## config.mk

```make
export PLATFORM = sky130hd
export DESIGN_NAME = regfile_wb_arbiter_flat
export DESIGN_NICKNAME = d
export VERILOG_FILES = /design/src/rtl/regfile_wb_arbiter_if.sv /design/src/rtl/regfile_wb_arbiter.sv /design/src/flat_wrapper.sv
export SDC_FILE = /design/constraint.sdc
export NUM_CORES = 1
export LEC_CHECK = 0
export ABC_AREA = 1
export ABC_CLOCK_PERIOD_IN_PS = 1370
export CAP_MARGIN = 30
export CORE_MARGIN = 2
export CORE_UTILIZATION = 40
export CTS_BUF_LIST = sky130_fd_sc_hd__clkbuf_8
export DETAILED_ROUTE_END_ITERATION = 10
export GPL_TIMING_DRIVEN = 0
export PLACE_DENSITY_LB_ADDON = 0.05
export SLEW_MARGIN = 30
export SYNTH_ARGS = -nofsm -noshare
export SYNTH_HDL_FRONTEND = slang
export SYNTH_SLANG_ARGS = --single-unit
```

## constraint.sdc

```tcl
create_clock -name clk -period 1.37 [get_ports clk]
set_input_delay 0.137 -clock clk [delete_from_list [all_inputs] [get_ports clk]]
set_output_delay 0.137 -clock clk [all_outputs]
set_load 0.01 [all_outputs]
```

## src/rtl/regfile_wb_arbiter_if.sv

```systemverilog
// Writeback requester bus, register-file write port and issue-stage scoreboard
// signals of regfile_wb_arbiter. The arbiter uses the slave modport.
interface regfile_wb_arbiter_if #(
   parameter int NREQ = 3,
   parameter int DW   = 32,
   parameter int AW   = 5
);
   logic [NREQ-1:0]    req_valid_i;
   logic [NREQ*AW-1:0] req_rd_i;
   logic [NREQ*DW-1:0] req_data_i;
   logic [NREQ-1:0]    req_ready_o;

   logic               reg_write_o;
   logic [AW-1:0]      rd_addr_o;
   logic [DW-1:0]      write_data_o;

   logic               issue_valid_i;
   logic [AW-1:0]      issue_rd_i;
   logic               issue_stall_o;
   logic [AW-1:0]      rs1_addr_i;
   logic [AW-1:0]      rs2_addr_i;
   logic               rs1_busy_o;
   logic               rs2_busy_o;

   modport master (
      output req_valid_i, req_rd_i, req_data_i,
      output issue_valid_i, issue_rd_i, rs1_addr_i, rs2_addr_i,
      input  req_ready_o, reg_write_o, rd_addr_o, write_data_o,
      input  issue_stall_o, rs1_busy_o, rs2_busy_o
   );

   modport slave (
      input  req_valid_i, req_rd_i, req_data_i,
      input  issue_valid_i, issue_rd_i, rs1_addr_i, rs2_addr_i,
      output req_ready_o, reg_write_o, rd_addr_o, write_data_o,
      output issue_stall_o, rs1_busy_o, rs2_busy_o
   );
endinterface

```

## src/rtl/regfile_wb_arbiter.sv

```systemverilog
// Shares the register-file write port between ALU(0)/LSU(1)/MDU(2) and keeps a
// destination scoreboard for RAW/WAW hazards. WB_ARB_RR_EN selects round-robin arbitration.
module regfile_wb_arbiter #(
   parameter int NREQ = 3,
   parameter int DW   = 32,
   parameter int AW   = 5
) (
   input logic                 clk,
   input logic                 rst_n,
   regfile_wb_arbiter_if.slave bus
);

   logic          grant_any;
   logic [1:0]    grant_idx;
   logic [AW-1:0] sel_rd;
   logic [DW-1:0] sel_data;

`ifdef WB_ARB_RR_EN
   logic [1:0] ptr;
   logic [1:0] cand;

   function automatic logic [1:0] rr_idx(input logic [1:0] p, input logic [1:0] k);
      logic [2:0] s;
      s = {1'b0, p} + {1'b0, k};
      return (s >= 3'd3) ? 2'(s - 3'd3) : s[1:0];
   endfunction

   // NOTE: every variable written in always_comb gets a default first, otherwise a latch is inferred.
   always_comb begin
      grant_any = 1'b0;
      grant_idx = 2'd0;
      cand      = 2'd0;
      for (int k = 1; k <= NREQ; k++) begin
         cand = rr_idx(ptr, 2'(k));
         if (!grant_any && bus.req_valid_i[cand]) begin
            grant_any = 1'b1;
            grant_idx = cand;
         end
      end
   end

   // Pointer resets to the MDU slot so the first search starts at the ALU.
   always_ff @(posedge clk) begin
      if (!rst_n)         ptr <= 2'd2;
      else if (grant_any) ptr <= grant_idx;
   end
`else
   always_comb begin
      grant_any = |bus.req_valid_i;
      grant_idx = bus.req_valid_i[2] ? 2'd2 : (bus.req_valid_i[1] ? 2'd1 : 2'd0);
   end
`endif

   assign bus.req_ready_o = grant_any ? (NREQ'(1) << grant_idx) : '0;
   assign sel_rd          = bus.req_rd_i[grant_idx*AW +: AW];
   assign sel_data        = bus.req_data_i[grant_idx*DW +: DW];

   // NOTE: sequential state uses non-blocking assignments so every flop samples pre-edge values.
   always_ff @(posedge clk) begin
      if (!rst_n) begin
         bus.reg_write_o  <= 1'b0;
         bus.rd_addr_o    <= '0;
         bus.write_data_o <= '0;
      end else begin
         bus.reg_write_o <= grant_any && (sel_rd != '0);
         if (grant_any) begin
            bus.rd_addr_o    <= sel_rd;
            bus.write_data_o <= sel_data;
         end
      end
   end

   logic [2**AW-1:0] busy;
   logic [2**AW-1:0] busy_nxt;
   logic             issue_take;

   assign bus.issue_stall_o = bus.issue_valid_i && (bus.issue_rd_i != '0) && busy[bus.issue_rd_i];
   assign issue_take        = bus.issue_valid_i && !bus.issue_stall_o && (bus.issue_rd_i != '0);
   assign bus.rs1_busy_o    = (bus.rs1_addr_i != '0) && busy[bus.rs1_addr_i];
   assign bus.rs2_busy_o    = (bus.rs2_addr_i != '0) && busy[bus.rs2_addr_i];

   // Clear first, then set, so a same-cycle issue of the written register stays busy.
   always_comb begin
      busy_nxt = busy;
      if (bus.reg_write_o) busy_nxt[bus.rd_addr_o] = 1'b0;
      if (issue_take)      busy_nxt[bus.issue_rd_i] = 1'b1;
   end

   // NOTE: unlike a data RAM, the scoreboard is flop state that must be reset; stale bits would stall issue forever.
   always_ff @(posedge clk) begin
      if (!rst_n) busy <= '0;
      else        busy <= busy_nxt;
   end

endmodule

```

## src/flat_wrapper.sv

```systemverilog
// flat-port wrapper written by rule: the top's interface ports become plain ports
module regfile_wb_arbiter_flat 
#(
   parameter int NREQ = 3,
   parameter int DW   = 32,
   parameter int AW   = 5
)
  (clk, rst_n, bus_req_valid_i, bus_req_rd_i, bus_req_data_i, bus_issue_valid_i, bus_issue_rd_i, bus_rs1_addr_i, bus_rs2_addr_i, bus_req_ready_o, bus_reg_write_o, bus_rd_addr_o, bus_write_data_o, bus_issue_stall_o, bus_rs1_busy_o, bus_rs2_busy_o);
  regfile_wb_arbiter_if #(.NREQ(NREQ), .DW(DW), .AW(AW)) bus_i ();
  input logic clk;
  input logic rst_n;
  input wire logic [$bits(bus_i.req_valid_i)-1:0] bus_req_valid_i;
  input wire logic [$bits(bus_i.req_rd_i)-1:0] bus_req_rd_i;
  input wire logic [$bits(bus_i.req_data_i)-1:0] bus_req_data_i;
  input wire logic [$bits(bus_i.issue_valid_i)-1:0] bus_issue_valid_i;
  input wire logic [$bits(bus_i.issue_rd_i)-1:0] bus_issue_rd_i;
  input wire logic [$bits(bus_i.rs1_addr_i)-1:0] bus_rs1_addr_i;
  input wire logic [$bits(bus_i.rs2_addr_i)-1:0] bus_rs2_addr_i;
  output wire logic [$bits(bus_i.req_ready_o)-1:0] bus_req_ready_o;
  output wire logic [$bits(bus_i.reg_write_o)-1:0] bus_reg_write_o;
  output wire logic [$bits(bus_i.rd_addr_o)-1:0] bus_rd_addr_o;
  output wire logic [$bits(bus_i.write_data_o)-1:0] bus_write_data_o;
  output wire logic [$bits(bus_i.issue_stall_o)-1:0] bus_issue_stall_o;
  output wire logic [$bits(bus_i.rs1_busy_o)-1:0] bus_rs1_busy_o;
  output wire logic [$bits(bus_i.rs2_busy_o)-1:0] bus_rs2_busy_o;
  assign bus_i.req_valid_i = bus_req_valid_i;
  assign bus_i.req_rd_i = bus_req_rd_i;
  assign bus_i.req_data_i = bus_req_data_i;
  assign bus_i.issue_valid_i = bus_issue_valid_i;
  assign bus_i.issue_rd_i = bus_issue_rd_i;
  assign bus_i.rs1_addr_i = bus_rs1_addr_i;
  assign bus_i.rs2_addr_i = bus_rs2_addr_i;
  assign bus_req_ready_o = bus_i.req_ready_o;
  assign bus_reg_write_o = bus_i.reg_write_o;
  assign bus_rd_addr_o = bus_i.rd_addr_o;
  assign bus_write_data_o = bus_i.write_data_o;
  assign bus_issue_stall_o = bus_i.issue_stall_o;
  assign bus_rs1_busy_o = bus_i.rs1_busy_o;
  assign bus_rs2_busy_o = bus_i.rs2_busy_o;
  regfile_wb_arbiter #(.NREQ(NREQ), .DW(DW), .AW(AW)) u_core (.clk(clk), .rst_n(rst_n), .bus(bus_i));
endmodule
```

==> run metrics <==
#FFs+latches synth=70; Die Span Y=109 µm; cell taking the most area after synthesis=dfxtp_1; post-synthesis cell type count=26; Syn Std Cell Area=4390 µm²; crit path max fanout=4; post-layout minimum cycle time=1.70 ns; Nets=1037; synthesized area per cell=6.30 µm²; hpwl dp=13.5 mm; port bufs=171; XOR/XNOR Fraction of Synth Area=0%; dominant cells by area after synthesis=dfxtp_1 32%, nand2_1 16%, o21ai_0 11%; Synth Instances=697; RD Place Congestion=0.948; fill cell count=938; Leak Pwr=2.85 nW; Final setup viols=34; post-synthesis sequential area ratio=31.9%; required time worst endpoint=1.23 ns; drt initial violations=596; vias in the first global route=5620; Setup WS post-layout=-0.328 ns; number of synthesized flops with an enable pin=0; clock tree sinks=70; Area growth, synth to finish=59.5%; HP Start=bus_req_data_i[32]; Total Wirelength=18.4 mm; Remaining Overflow, GRT=0; first-pass GRT wire length=28.6 mm; Most used DFF post-synth=dfxtp_1; largest family of logic cells by synthesized area=simple AND/OR/NAND/NOR gates; vias=5957; Max Root-Sink Buffers=2; antenna-violating nets left=0; Placed Instance Area=6270 µm²; share of layout cells above drive strength 1=18.4%; number of remaining DRC errors=0; die area=11800 µm²; count leader, synth=nand2_1; actual slew at the worst max-slew pin=0.532 ns; Slew headroom=64.5%; most common library cells after synthesis=192 x nand2_1, 96 x o21ai_0, 70 x dfxtp_1; CP Capture Type=primary output; starting density of the core=40.7%; cts bufs inserted=9; Core ar.=10800 µm²; clock slew at reported path FFs=0.09 ns; CP Class=reg -> out; Compound-Gate Fraction of Synth Area=25.7%; Clock Root Buffer=clkbuf_8; mux cell area share after synthesis=0%; worst skew pair latency=0.36 ns; setup_tns=-6.64 ns; Final Max Slew Viols=0; Worst EP arrival=1.56 ns; final hold slack=0.363 ns; H-tree depth=3; initial antenna violation count=0; Achievable Freq=589 MHz; maxcap violations=0; Startpoint Class=flop; drt via density=5.68; HP Class=in -> reg; YS warnings=0; final cell count without fillers=1049; diode count=0; Cell Count Post-Placement=1008; async set-or-reset flop fraction in the synthesized netlist=0%; Syn Nets=829; final instance area=7000 µm²; CP startpoint=u_core.busy[2]; simple-gate share of the synthesized area=32.9%; Wirelength per Cell=17.6 µm; period utilization=124%; peak supply drop=496 µV; IO Pins=176; status=complete, but fails checks; Synth Area in Adders=0%; first-pass iteration count of the detailed router=6; violated checks=negative setup slack; Final Skew=0.0185 ns; Die Width=109 µm; num rows=38; largest net degree at the start of global routing=13; Hold Violations, Final=0; Yosys top cell area share=31.9%; CTS tree=built; Worst R2R Start=u_core.busy[2]; Total GRT Usage=30.8%; RSZ-0062 raised after global routing=yes; Power per Cell Area=784 nW/µm²
[where the power goes]
part | internal (mW) | leakage (nW) | switching (mW)
clock network | 1.07 | 0.105 | 0.864
logic | 0.676 | 2.15 | 0.678
registers | 2.13 | 0.592 | 0.0733
[worst max-delay path: stages (launching register included)]
cell and delay [ns]:
dfxtp_4 0.37, nand2_1 0.06, nand2_1 0.05, nand2_1 0.07
nand3_2 0.08, nand2_1 0.09, nand2_2 0.06, nor2_4 0.14
buf_6 0.12, a21oi_2 0.04, buf_2 0.14
[flip-flops by register name, summed over array words and instances (netlist names)]
| signal | cells |
|---|---|
| u_core.bus.rd_addr_o | 5 |
| u_core.bus.write_data_o | 32 |
| u_core.busy | 32 |
| u_core.bus.reg_write_o | 1 |
[routing by layer]
metal / part of all wire, % / GRT usage [%] / vias up
met3: 7.7 / 6.99 / 65
met2: 48 / 52.3 / 314
li1: - / - / 2834
met5: 0 / 0 / -
met4: 4.4 / 13.6 / 0
met1: 40 / 37.1 / 2744
[path summary, 6_finish.rpt]
path / slack [ns] / cells past startpoint / endpoint
worst max-delay path: -0.33 / 10 / bus_issue_stall_o
worst min-delay path: 0.36 / 3 / u_core.bus.write_data_o[0]
worst max register to register: -0.26 / 12 / u_core.busy[28]
worst min register to register: 0.50 / 2 / u_core.busy[29]
[placed cells by master, fill, tap and decap left out, drive strengths merged, types with 42 or more instances in the layout]
cell type | netlist | layout
dfxtp | 70 | 70
dlygate4sd2 | 0 | 43
buf | 21 | 49
nand2 | 194 | 194
a21oi | 55 | 55
nand3 | 46 | 46
inv | 42 | 42
o21ai | 97 | 97
nor2 | 56 | 56
clkdlybuf4s50 | 0 | 121
[per-stage QoR]
stage / setup WS (ns) / power [mW] / util (%)
finish: -0.328 / 5.49 / 64.8
global route: -0.396 / 5.70 / 64.8
CTS: -0.297 / 5.41 / 63.0
detailed placement: -1.15 / 3.57 / 58.1
global placement: -1.18 / 3.55 / 58.1
floorplan: 0.0204 / 2.79 / -
[cell families (layout without fill, tap and decap cells)]
kind of cell           count (synthesis)  count (layout)
and+or+nand+nor                      338             338
AOI/OAI and AO/OA                    196             196
buffers and inverters                 93             305
DFF                                   70              70
[layout make-up]
class | instances | area (µm²) | area share (%)
Buffer | 50 | 364 | 5.20
Clock buffer | 10 | 138 | 1.97
Clock inverter | 5 | 83.8 | 1.20
Inverter | 43 | 170 | 2.43
Multi-Input combinational cell | 534 | 2700 | 38.5
Sequential cell | 70 | 1460 | 20.8
Tap cell | 140 | 175 | 2.50
Timing Repair Buffer | 197 | 1910 | 27.3
[what timing repair did]
action,4_1_cts,5_1_grt
resized for setup,180,46
pin swaps,31,28
gates cloned,3,3
setup buffers,14,9
hold buffers,0,0
setup endpoints to repair,110,71
(Power assumes the default switching activity.)
